--- src/rtl/fifo_pkg.sv ---
// Shared async-FIFO definitions: default geometry, pointer-width macro and binary-to-gray helper.
// The bus_synchronizer and both pointer handlers derive their widths from the same macro.
`ifndef FIFO_PKG_SV
`define FIFO_PKG_SV

`define FIFO_PTR_W(aw) ((aw) + 1)

package fifo_pkg;

  localparam int FIFO_ADDR_WIDTH            = 3;
  localparam int FIFO_PTR_WIDTH             = `FIFO_PTR_W(FIFO_ADDR_WIDTH);
  localparam int FIFO_ALMOST_FULL_THRESHOLD = 6;

  // Callers zero-extend into the 32-bit argument and truncate the result to pointer width.
  function automatic logic [31:0] bin2gray(input logic [31:0] bin);
    return bin ^ (bin >> 1);
  endfunction

endpackage

`endif

--- src/rtl/gray_to_binary.sv ---
// Combinational gray-to-binary conversion; each binary bit is the XOR of all gray bits at or above it.
// Shared by the write-side and read-side pointer handlers.
module gray_to_binary #(
  parameter int WIDTH = 4
) (
  input  logic [WIDTH-1:0] i_gray,
  output logic [WIDTH-1:0] o_bin
);

  genvar gi;
  generate
    for (gi = 0; gi < WIDTH; gi++) begin : g_bit
      assign o_bin[gi] = ^i_gray[WIDTH-1:gi];
    end
  endgenerate

endmodule

--- src/rtl/fifo_write_pointer_handler.sv ---
// Write-domain pointer logic of the async FIFO: RAM write strobe/address, registered gray pointer
// for the bus_synchronizer, and pessimistic registered full / almost_full / fill level.
module fifo_write_pointer_handler
  import fifo_pkg::*;
#(
  parameter int ADDR_WIDTH            = FIFO_ADDR_WIDTH,
  parameter int ALMOST_FULL_THRESHOLD = FIFO_ALMOST_FULL_THRESHOLD,
  localparam int P                    = `FIFO_PTR_W(ADDR_WIDTH)
) (
  input  logic                  clk,
  input  logic                  reset,
  input  logic                  write_enable,
  input  logic [P-1:0]          synchronous_read_pointer,
  output logic                  write_accepted,
  output logic [ADDR_WIDTH-1:0] write_address,
  output logic [P-1:0]          gray_write_pointer,
  output logic [P-1:0]          fill_level,
  output logic                  full,
  output logic                  almost_full
);

  localparam logic [P-1:0] AF_THRESHOLD = P'(ALMOST_FULL_THRESHOLD);

  logic [P-1:0] r_bin;
  logic [P-1:0] r_gray;
  logic [P-1:0] r_fill;
  logic         r_full;
  logic         r_almost_full;

  logic [P-1:0] w_bin_next;
  logic [P-1:0] w_gray_next;
  logic [P-1:0] w_read_bin;
  logic [P-1:0] w_fill_next;
  logic [P-1:0] w_full_gray;

  gray_to_binary #(
    .WIDTH (P)
  ) u_read_g2b (
    .i_gray (synchronous_read_pointer),
    .o_bin  (w_read_bin)
  );

  assign write_accepted = write_enable & ~r_full;
  assign write_address  = r_bin[ADDR_WIDTH-1:0];

  assign w_bin_next  = r_bin + {{(P-1){1'b0}}, write_accepted};
  assign w_gray_next = P'(bin2gray(32'(w_bin_next)));
  assign w_fill_next = w_bin_next - w_read_bin;

  // Full when the write pointer is exactly one lap ahead: top two gray bits inverted, rest equal.
  generate
    if (P == 2) begin : g_full_narrow
      assign w_full_gray = ~synchronous_read_pointer;
    end else begin : g_full_wide
      assign w_full_gray = {~synchronous_read_pointer[P-1:P-2], synchronous_read_pointer[P-3:0]};
    end
  endgenerate

  always_ff @(posedge clk) begin
    if (!reset) begin
      r_bin         <= '0;
      r_gray        <= '0;
      r_fill        <= '0;
      r_full        <= 1'b0;
      r_almost_full <= 1'b0;
    end else begin
      r_bin         <= w_bin_next;
      r_gray        <= w_gray_next;
      r_fill        <= w_fill_next;
      r_full        <= (w_gray_next == w_full_gray);
      r_almost_full <= (w_fill_next >= AF_THRESHOLD);
    end
  end

  assign gray_write_pointer = r_gray;
  assign fill_level         = r_fill;
  assign full               = r_full;
  assign almost_full        = r_almost_full;

endmodule

--- config.mk ---
export PLATFORM = sky130hd
export DESIGN_NAME = fifo_write_pointer_handler
export DESIGN_NICKNAME = d
export VERILOG_FILES = /design/src/rtl/fifo_pkg.sv /design/src/rtl/gray_to_binary.sv /design/src/rtl/fifo_write_pointer_handler.sv
export SDC_FILE = /design/constraint.sdc
export NUM_CORES = 1
export LEC_CHECK = 0
export CAP_MARGIN = 30
export CORE_MARGIN = 5
export CORE_UTILIZATION = 30
export CTS_BUF_LIST = sky130_fd_sc_hd__clkbuf_8
export CTS_CLUSTER_SIZE = 25
export DETAILED_ROUTE_END_ITERATION = 8
export MAX_ROUTING_LAYER = met4
export PLACE_DENSITY_LB_ADDON = 0.3
export SLEW_MARGIN = 30
export SYNTH_ARGS = -nofsm -noshare
export SYNTH_HDL_FRONTEND = slang
export SYNTH_SLANG_ARGS = --single-unit
--- constraint.sdc ---
create_clock -name clk -period 3.7 [get_ports clk]
set_input_delay 0.37 -clock clk [delete_from_list [all_inputs] [get_ports clk]]
set_output_delay 0.37 -clock clk [all_outputs]
set_load 0.02 [all_outputs]
== Word-level counts from Yosys, hierarchy flattened ==
Index checks and enable logic that the tools add are counted.
W data, S select, Z words.
Storage, ports and cells
  bits in latches: 0
  memories: 0
  input bits: 7
  RAM bits: 0
  memory bits (read-only): 0
  output and inout port bits: 14
  word-level logic and storage cells: 16
  bits in registers: 14
Cells by class
  multiplexer cells: 0
  reductions and logical operators: 3
  equality and inequality tests: 1
  multipliers: 0
  bitwise operators: 4
  $add $sub $neg: 2
  divide/modulo/power cells: 0
  shifts and indexed selects: 0
  $lt $le $gt $ge: 1
Operators by type and width (number)
  $add A4 B1 Y4: 1
  $eq A4 B4 Y1: 1
  $ge A4 B3 Y1 const B: 1
  $reduce_xor A4 Y1: 1
  $sub A4 B4 Y4: 1
  $xor A4 B3 Y4: 1
  $reduce_xor A3 Y1: 1
  $not A2 Y2: 1
  $reduce_xor A2 Y1: 1
  $and A1 B1 Y1: 1
  $not A1 Y1: 1

== Logic depth before layout (Yosys ltp) ==
Gate-level depths: netlist (run 1).
  word-level depth: 5
  mapped depth: 9
  mapped depth without buffers: 9

== Cells and area by module ==
From an unflattened synthesis (run 1), not the netlist that was laid out.
Unflattened totals
  cells, all modules: 65
  area total of the unflattened synthesis: 666.9 um^2
By module, submodules not included
  fifo_write_pointer_handler: seq. area each 260.2 um^2, times used 1, cells an instance 60, area an instance 616.8 um^2
  gray_to_binary: seq. area each 0.0 um^2, times used 1, cells an instance 5, area an instance 50.0 um^2

== Worst setup path before layout (run 1) ==
OpenSTA, ideal clock, no wires.
  kind: input -> register
  start point: in write_enable
  end point: reg r_almost_full, in the netlist almost_full
  cell stages on the path: 8
  data arrival time: 2185 ps
  required time: 3583 ps
  library setup time: 117 ps
  path slack: 1398 ps
  path buffers: 0
  cells stage by stage: nor2b_1 > ha_1 > ha_1 > inv_1 > fa_1 > xnor2_1 > and2_1 > a22o_1
On the way
  longest elaborated chain between the ends: 4
Ends and longest elaborated chain
  from (decl): line fifo_write_pointer_handler.sv:12  | input logic write_enable,
  $and A1 B1 Y1: line fifo_write_pointer_handler.sv:43  | assign write_accepted = write_enable & ~r_full;
  $add A4 B1 Y4: line fifo_write_pointer_handler.sv:46  | assign w_bin_next = r_bin + {{(P-1){1'b0}}, write_accepted};
  named net w_bin_next[1]: line fifo_write_pointer_handler.sv:30  | logic [P-1:0] w_bin_next;
  $sub A4 B4 Y4: line fifo_write_pointer_handler.sv:48  | assign w_fill_next = w_bin_next - w_read_bin;
  $ge A4 B3 Y1: line fifo_write_pointer_handler.sv:71  | r_almost_full <= (w_fill_next >= AF_THRESHOLD);
  to (signal assigned): line fifo_write_pointer_handler.sv:71
  to (decl): line fifo_write_pointer_handler.sv:28  | logic r_almost_full;
The timed path passes the listed nets, and every way through them passes these cells.
A chain may end at the register's enable or synchronous reset.

== Worst setup path after layout (run 1) ==
  start point: in synchronous_read_pointer[3]
  end point: reg r_almost_full, in the netlist almost_full
On the way
  longest elaborated chain between the ends: 3
  elaborated cells between the ends (all ways): 5
  classes of those cells: add/sub: 1; order compare: 1; reduce/logical: 3
Ends and longest elaborated chain
  from (decl): line fifo_write_pointer_handler.sv:13  | input logic [P-1:0] synchronous_read_pointer,
  $reduce_xor A4 Y1, or another cell as far along: line gray_to_binary.sv:13  | assign o_bin[gi] = ^i_gray[WIDTH-1:gi];
  $sub A4 B4 Y4 *: line fifo_write_pointer_handler.sv:48
  $ge A4 B3 Y1 *: line fifo_write_pointer_handler.sv:71
Every way passes the cells marked *; elsewhere a longest branch is shown, timed or not.

==> out/qor.csv, run 1 <==
stage;metric;value;unit
floorplanning;initial_core_util;0.319;
timing;finClkSkew;0.00387;ns
timing;fmax;405;MHz
clocking;post_cts_buffers;0;
detailed_routing;viasPerCell;4.07;
synthesis;yosys_warnings;0;
finish;final_cells;111;
synthesis;synth_top_family_by_area;XOR/XNOR gates;
clocking;clockRootBuffer;clkbuf_8;
detailed_routing;wl_per_cell;10.3;um
synthesis;yosys.area.top_type;dfxtp_1;
setup_path;critPathRequiredTime;3.83;ns
finish;finish.utilization;0.456;
clocking;clk_pin_slew;0.05;ns
synthesis;synth_flop_cell;dfxtp_1;
hold_path;hp-class;reg -> reg;
grt;antenna_found_initial;0;
grt;grtUsageTotal;0.0841;
floorplanning;die_y;56.1;um
finish;drive_gt1_frac;0.0595;
clocking;cts_tree;built;
synthesis;netlist.area_leader.share;0.408;
timing;drv_slew;0;
clocking;cts_resized;0;
synthesis;yosysMostFrequentCell;dfxtp_1;
finish;syn_to_final_growth;43.1;%
detailed_routing;ant_nets;0;
timing;final.setup.tns;0;ns
clocking;clk_latency;0.24;ns
detailed_routing;dr_total_vias;452;
synthesis;synth_compound_area_frac;0.0333;
placement;hpwlAfterDp;931;um
setup_path;endpoint_kind;flop;
detailed_routing;drt_first_iter_violations;3;
synthesis;synth-async-reset-ratio;0;
synthesis;synth-adder-area-share;0.129;
timing;fin_crit;2.47;ns
grt;grt_pass1_vias;467;
clocking;cts_buffers;3;
setup_path;worstSetupStartpointType;input port;
timing;final-setup-viol-count;0;
floorplanning;die_area;3150;um^2
finish;diodes;0;
placement;portBuffers;20;
placement;routabilityCongestion;0.782;
synthesis;syn-num-nets;74;
floorplanning;fp.dieW;56.1;um
synthesis;synth.area.mux_share;0;
synthesis;synth_area_leaders;dfxtp_1 41%, xnor2_1 15%, ha_1 9.8%;
timing;fin_crit_sh;0.667;
synthesis;synth_edf_count;0;
synthesis;netlist_instances;61;
timing;worstMarginPinSlew;0.356;ns
floorplanning;num_rows;16;
detailed_routing;drtPass1Iterations;4;
clocking;cts.path.max_buffers;2;
finish;fillCellCount;199;
pwr;vdd_drop_max;0.195;mV
synthesis;syn_area;638;um^2
floorplanning;io_pins;21;
placement;dp_cells;107;
clocking;holdBufCountCts;0;
clocking;h-tree-depth;1;
setup_path;worstSetupPathType;in -> reg;
clocking;cts_sinks;13;
finish;num-nets-final;98;
grt;grt-ovfl-total;0;
timing;finalHoldViolCount;0;
timing;setup_slack;1.23;ns
pwr;power;460;uW
synthesis;synth_cell_types;16;
setup_path;critPathMaxFanout;3;
detailed_routing;wl;1150;um
setup_path;arrival;2.60;ns
timing;slew_headroom;0.762;
timing;rsz0062_at_grt;no;
grt;grt_max_degree;14;
pwr;cellLeakagePower;0.386;nW
synthesis;yosys.area_share.simple;0.163;
placement;preCtsSetupSlack;0.976;ns
synthesis;yosysSeqAreaShare;0.408;
outcome;outcome;finished, final reports clean;
synthesis;ys_ff_latch;13;
synthesis;synthXorXnorAreaFrac;0.231;
synthesis;synth_common_cells;13 x dfxtp_1, 11 x xnor2_1, 9 x and2_1;
grt;grt_first_pass_wirelength;1960;um
pwr;cellPowerDensity;504;nW/um^2
flow_run;drv_cap;0;
synthesis;synth_area_per_cell;10.5;um^2
floorplanning;coreArea;2000;um^2
detailed_routing;drc;0;
flip-flops by register name, summed over array words and instances (netlist names):
name and flops:
almost_full 1, fill_level 4, full 1, gray_write_pointer 3, r_bin 4
worst max-delay path: stages:
cell and delay, ns:
clkdlybuf4s50_1 0.45, xnor2_1 0.27, xor2_1 0.30, xnor2_1 0.11
ha_1 0.21, fa_1 0.38, xnor2_1 0.13, and2_1 0.16
a22o_1 0.22
metal layers:
| metal | global-route usage | vias up | share of wire |
|---|---|---|---|
| met4 | 0.0814 | 0 | 0.048 |
| li1 | - | 235 | - |
| met5 | - | - | 0 |
| met1 | 0.0778 | 199 | 0.40 |
| met3 | 0.0116 | 5 | 0.043 |
| met2 | 0.145 | 13 | 0.50 |
final timing paths:
check,cells after the start,slack (ns),start,end
max reg2reg,8,1.57,full$_SDFF_PN0_,almost_full$_SDFF_PN0_
min reg2reg,2,0.65,r_bin[3]$_SDFF_PN0_,r_bin[3]$_SDFF_PN0_
max,9,1.23,synchronous_read_pointer[3],almost_full$_SDFF_PN0_
min,2,0.65,r_bin[3]$_SDFF_PN0_,r_bin[3]$_SDFF_PN0_
report_power, final:
part	leakage, nW	internal (mW)	switching (mW)
logic	0.252	0.0867	0.0835
registers	0.107	0.162	0.00640
clock network	0.0269	0.0731	0.0481
total	0.386	0.322	0.138
through the flow:
step	hold slack (ns)	area, um^2
6_report	0.650	913
5_1_grt	0.681	913
4_1_cts	0.647	913
3_5_place_dp	0.629	868
3_3_place_gp	0.632	868
2_1_floorplan	0.495	638
cells in the final DEF (no fill, tap or decap):
master,instances
a22o_1,1
inv_1,6
a21oi_1,1
nand2_1,3
clkdlybuf4s50_1,20
ha_1,5
a21o_1,1
xnor2_1,11
xor2_2,1
fa_1,1
dfxtp_1,13
nor2b_1,3
and2_1,9
nor4_2,1
xor2_1,4
nand3_1,1
clkbuf_8,3
kinds of logic after synthesis:
family	after synthesis
adder cells (fa/ha/maj)	6
XOR/XNOR	16
buffers and inverters	6
flip-flops	13
AO/OA/AOI/OAI	3
AND/OR/NAND/NOR	17
layout make-up:
| class | count | area, um^2 | share of cell area |
|---|---|---|---|
| multi-input combinational | 42 | 355 | 0.389 |
| sequential | 13 | 260 | 0.285 |
| timing repair buffer | 20 | 200 | 0.219 |
| clock buffer | 3 | 41.3 | 0.0452 |
| tap | 27 | 33.8 | 0.0370 |
| inverter | 5 | 18.8 | 0.0205 |
| clock inverter | 1 | 3.75 | 0.00411 |
No activity file was read; power rests on OpenSTA's default activity.
==> run 2, diff against run 1 <==
clock period = 2.37 ns   (was 3.7 ns; I/O delays follow)
==> run 2 against run 1 <==
Compared with the run above:
- register-to-register slack got worse by 1.2 ns
- sequential share of layout area fell by 2.7 points
- largest power group unchanged
- hold slack improved by 0.0024 ns
- sequential power rose by 56%
- critical path depth did not move
- final area rose by 10%
- setup slack got worse by 1.1 ns
- critical path type unchanged
==> out/qor.csv, run 2 (synthesis results as in run 1) <==
stage;metric;value;unit;change
setup_path;critPathMaxStageDelay;0.46;ns;was 0.45 ns
timing;final-setup-viol-count;0;;unchanged
timing;fin_crit_sh;0.933;;
pwr;switching_share;0.304;;was 0.300
pwr;cellLeakagePower;0.435;nW;was 0.386 nW
grt;grt_first_pass_wirelength;2260;um;was 1960 um
detailed_routing;viasPerCell;3.99;;was 4.07
timing;worstMarginPinSlew;0.373;ns;was 0.356 ns
hold_path;timing.hold.worst.start;r_bin[3]$_SDFF_PN0_;;unchanged
pwr;p_seq_frac;0.349;;was 0.367
floorplanning;die_area;3150;um^2;unchanged
detailed_routing;ant_nets;0;;unchanged
clocking;clk_pin_slew;0.06;ns;was 0.05 ns
timing;holdWs;0.652;ns;was 0.650 ns
grt;grt-ovfl-total;0;;unchanged
floorplanning;die_y;56.1;um;unchanged
grt;grtUsageTotal;0.0974;;was 0.0841
finish;syn_to_final_growth;58.0;%;was 43.1%
flow_run;drv_cap;0;;unchanged
setup_path;slowest_stage;clkdlybuf4s50_1;;unchanged
pwr;vdd_drop_max;0.368;mV;was 0.195 mV
timing;drv_slew;0;;unchanged
grt;grt_use_met1;0.100;;was 0.0778
clocking;cts_sinks;13;;unchanged
pwr;cellPowerDensity;749;nW/um^2;was 504 nW/um^2
floorplanning;initial_core_util;0.319;;unchanged
grt;grt-busiest-layer;met2;;unchanged
setup_path;r2r_end;almost_full$_SDFF_PN0_;;unchanged
finish;drive_gt1_frac;0.183;;was 0.0595
grt;met3_usage;0.0139;;was 0.0116
grt;grt_pass1_vias;493;;was 467
clocking;holdBufCountCts;0;;unchanged
floorplanning;coreArea;2000;um^2;unchanged
grt;use_met2;0.162;;was 0.145
finish;final_common_cell;clkdlybuf4s50_1;;unchanged
clocking;cts_resized;0;;unchanged
setup_path;cp.buffers_inverters;1;;unchanged
detailed_routing;dr_total_vias;479;;was 452
clocking;cts_tree;built;;unchanged
setup_path;worstSetupPathType;in -> reg;;unchanged
clocking;h-tree-depth;1;;unchanged
pwr;pwr-share-clk;0.254;;was 0.263
hold_path;hp-class;reg -> reg;;unchanged
setup_path;critPathMaxFanout;2;;was 3
placement;hpwlAfterDp;1060;um;was 931 um
timing;fmax;452;MHz;
floorplanning;fp.dieW;56.1;um;unchanged
setup_path;worstSetupStartpointType;input port;;unchanged
grt;grt_max_degree;14;;unchanged
floorplanning;num_rows;16;;unchanged
timing;finalHoldViolCount;0;;unchanged
outcome;outcome;finished, final reports clean;;unchanged
clocking;cts_buffers;3;;unchanged
floorplanning;io_pins;21;;unchanged
setup_path;arrival;2.34;ns;was 2.60 ns
setup_path;cpMostUsedCell;xnor2_1;;unchanged
finish;finish.utilization;0.504;;was 0.456
clocking;post_cts_buffers;0;;unchanged
finish;multi_input_area;383;um^2;was 355 um^2
finish;diodes;0;;unchanged
timing;finClkSkew;0.00299;ns;was 0.00387 ns
setup_path;cp_top_family;XOR/XNOR gates;;unchanged
setup_path;critPathRequiredTime;2.50;ns;was 3.83 ns
hold_path;hold_end;r_bin[3]$_SDFF_PN0_;;unchanged
finish;ff_latch_area;260;um^2;unchanged
finish;fillCellCount;198;;was 199
setup_path;reg2reg_from;full$_SDFF_PN0_;;unchanged
clocking;cts.path.max_buffers;2;;unchanged
timing;slew_headroom;0.750;;was 0.762
pwr;power.internal;526;uW;was 322 uW
clocking;clockRootBuffer;clkbuf_8;;unchanged
setup_path;r2r_cells;8;;unchanged
setup_path;reg2reg_slack;0.33;ns;was 1.57 ns
clocking;clk_latency;0.24;ns;about the same
grt;antenna_found_initial;0;;unchanged
finish;num-nets-final;107;;was 98
timing;fin_crit;2.21;ns;
pwr;p_comb_frac;0.397;;was 0.370
setup_path;endpoint_kind;flop;;unchanged
placement;portBuffers;20;;unchanged
detailed_routing;drtPass1Iterations;4;;unchanged
detailed_routing;drc;0;;unchanged
placement;routabilityCongestion;0.756;;was 0.782
pwr;p_sw;230;uW;was 138 uW
detailed_routing;drt_first_iter_violations;3;;unchanged
finish;final_cell_mix;20 x clkdlybuf4s50_1, 13 x dfxtp_1, 10 x xnor2_1;;was 20 x clkdlybuf4s50_1, 13 x dfxtp_1, 11 x xnor2_1
detailed_routing;wl_per_cell;11.1;um;was 10.3 um
setup_path;cp_cell_sequence;clkdlybuf4s50_1 > xnor2_2 > xor2_2 > xnor2_1 > ha_1 > fa_1 > xnor2_1 > and2_1 > a22o_1;;was clkdlybuf4s50_1 > xnor2_1 > xor2_1 > xnor2_1 > ha_1 > fa_1 > xnor2_1 > and2_1 > a22o_1
hold_path;hold_depth;2;;unchanged
detailed_routing;wl;1330;um;was 1150 um
[run 2: changes by cell type in the layout (fill, tap and decap cells not counted)]
| cell | before | now |
|---|---|---|
| buf_4 | 0 | 9 |
| ha_1 | 5 | 4 |
| ha_4 | 0 | 1 |
| xnor2_1 | 11 | 10 |
| xnor2_2 | 0 | 1 |
| xor2_1 | 4 | 3 |
| xor2_2 | 1 | 2 |
[run 2: how the worst max path moves through the flow]
stage                                      from                      to  slack (ns)  cells past startpoint
floorplan                       full$_SDFF_PN0_  almost_full$_SDFF_PN0_        0.07                      8
global placement                   write_enable  almost_full$_SDFF_PN0_       -0.12                      9
detailed placement                 write_enable  almost_full$_SDFF_PN0_       -0.17                      9
CTS                 synchronous_read_pointer[3]  almost_full$_SDFF_PN0_        0.07                      9
global route        synchronous_read_pointer[3]  almost_full$_SDFF_PN0_       -0.03                      9
finish              synchronous_read_pointer[3]  almost_full$_SDFF_PN0_        0.16                      9
[run 2: final cells by class]
cell class,count,area share
clock buffer,3,0.0409
inverter,5,0.0186
clock inverter,1,0.00372
timing repair buffer,29,0.266
multi-input combinational,42,0.380
tap,27,0.0335
sequential,13,0.258
[run 2: power by group through the flow]
stage | Sequential (mW) | Combinational, mW | Clock (mW)
finish | 0.264 | 0.300 | 0.192
global route | 0.268 | 0.327 | 0.205
CTS | 0.263 | 0.296 | 0.200
detailed placement | 0.268 | 0.294 | 0
global placement | 0.267 | 0.292 | 0
floorplan | 0.312 | 0.122 | 0
[run 2: layer usage]
metal | share of wire | vias up
met2 | 0.53 | 10
met5 | 0 | -
met1 | 0.42 | 215
li1 | - | 252
met3 | 0.032 | 2
met4 | 0.021 | 0
[run 2: stage by stage]
| step | power, mW | std cells | area, um^2 | worst slack [ns] | TNS, ns |
|---|---|---|---|---|---|
| 2_1_floorplan | 0.435 | 61 | 638 | 0.0707 | 0 |
| 6_report | 0.756 | 120 | 1010 | 0.159 | 0 |
| 4_1_cts | 0.759 | 120 | 981 | 0.0743 | 0 |
| 5_1_grt | 0.799 | 120 | 1010 | -0.0306 | -0.0306 |
| 3_5_place_dp | 0.563 | 116 | 936 | -0.166 | -0.215 |
| 3_3_place_gp | 0.559 | 116 | 936 | -0.120 | -0.145 |
[run 2: worst min-delay path, delay by kind of cell (launching register included)]
| kind | cells | cell delay (ns) |
|---|---|---|
| xor gates and xnor gates | 1 | 0.16 |
| and+or+nand+nor | 1 | 0.11 |
| DFF | 1 | 0.35 |
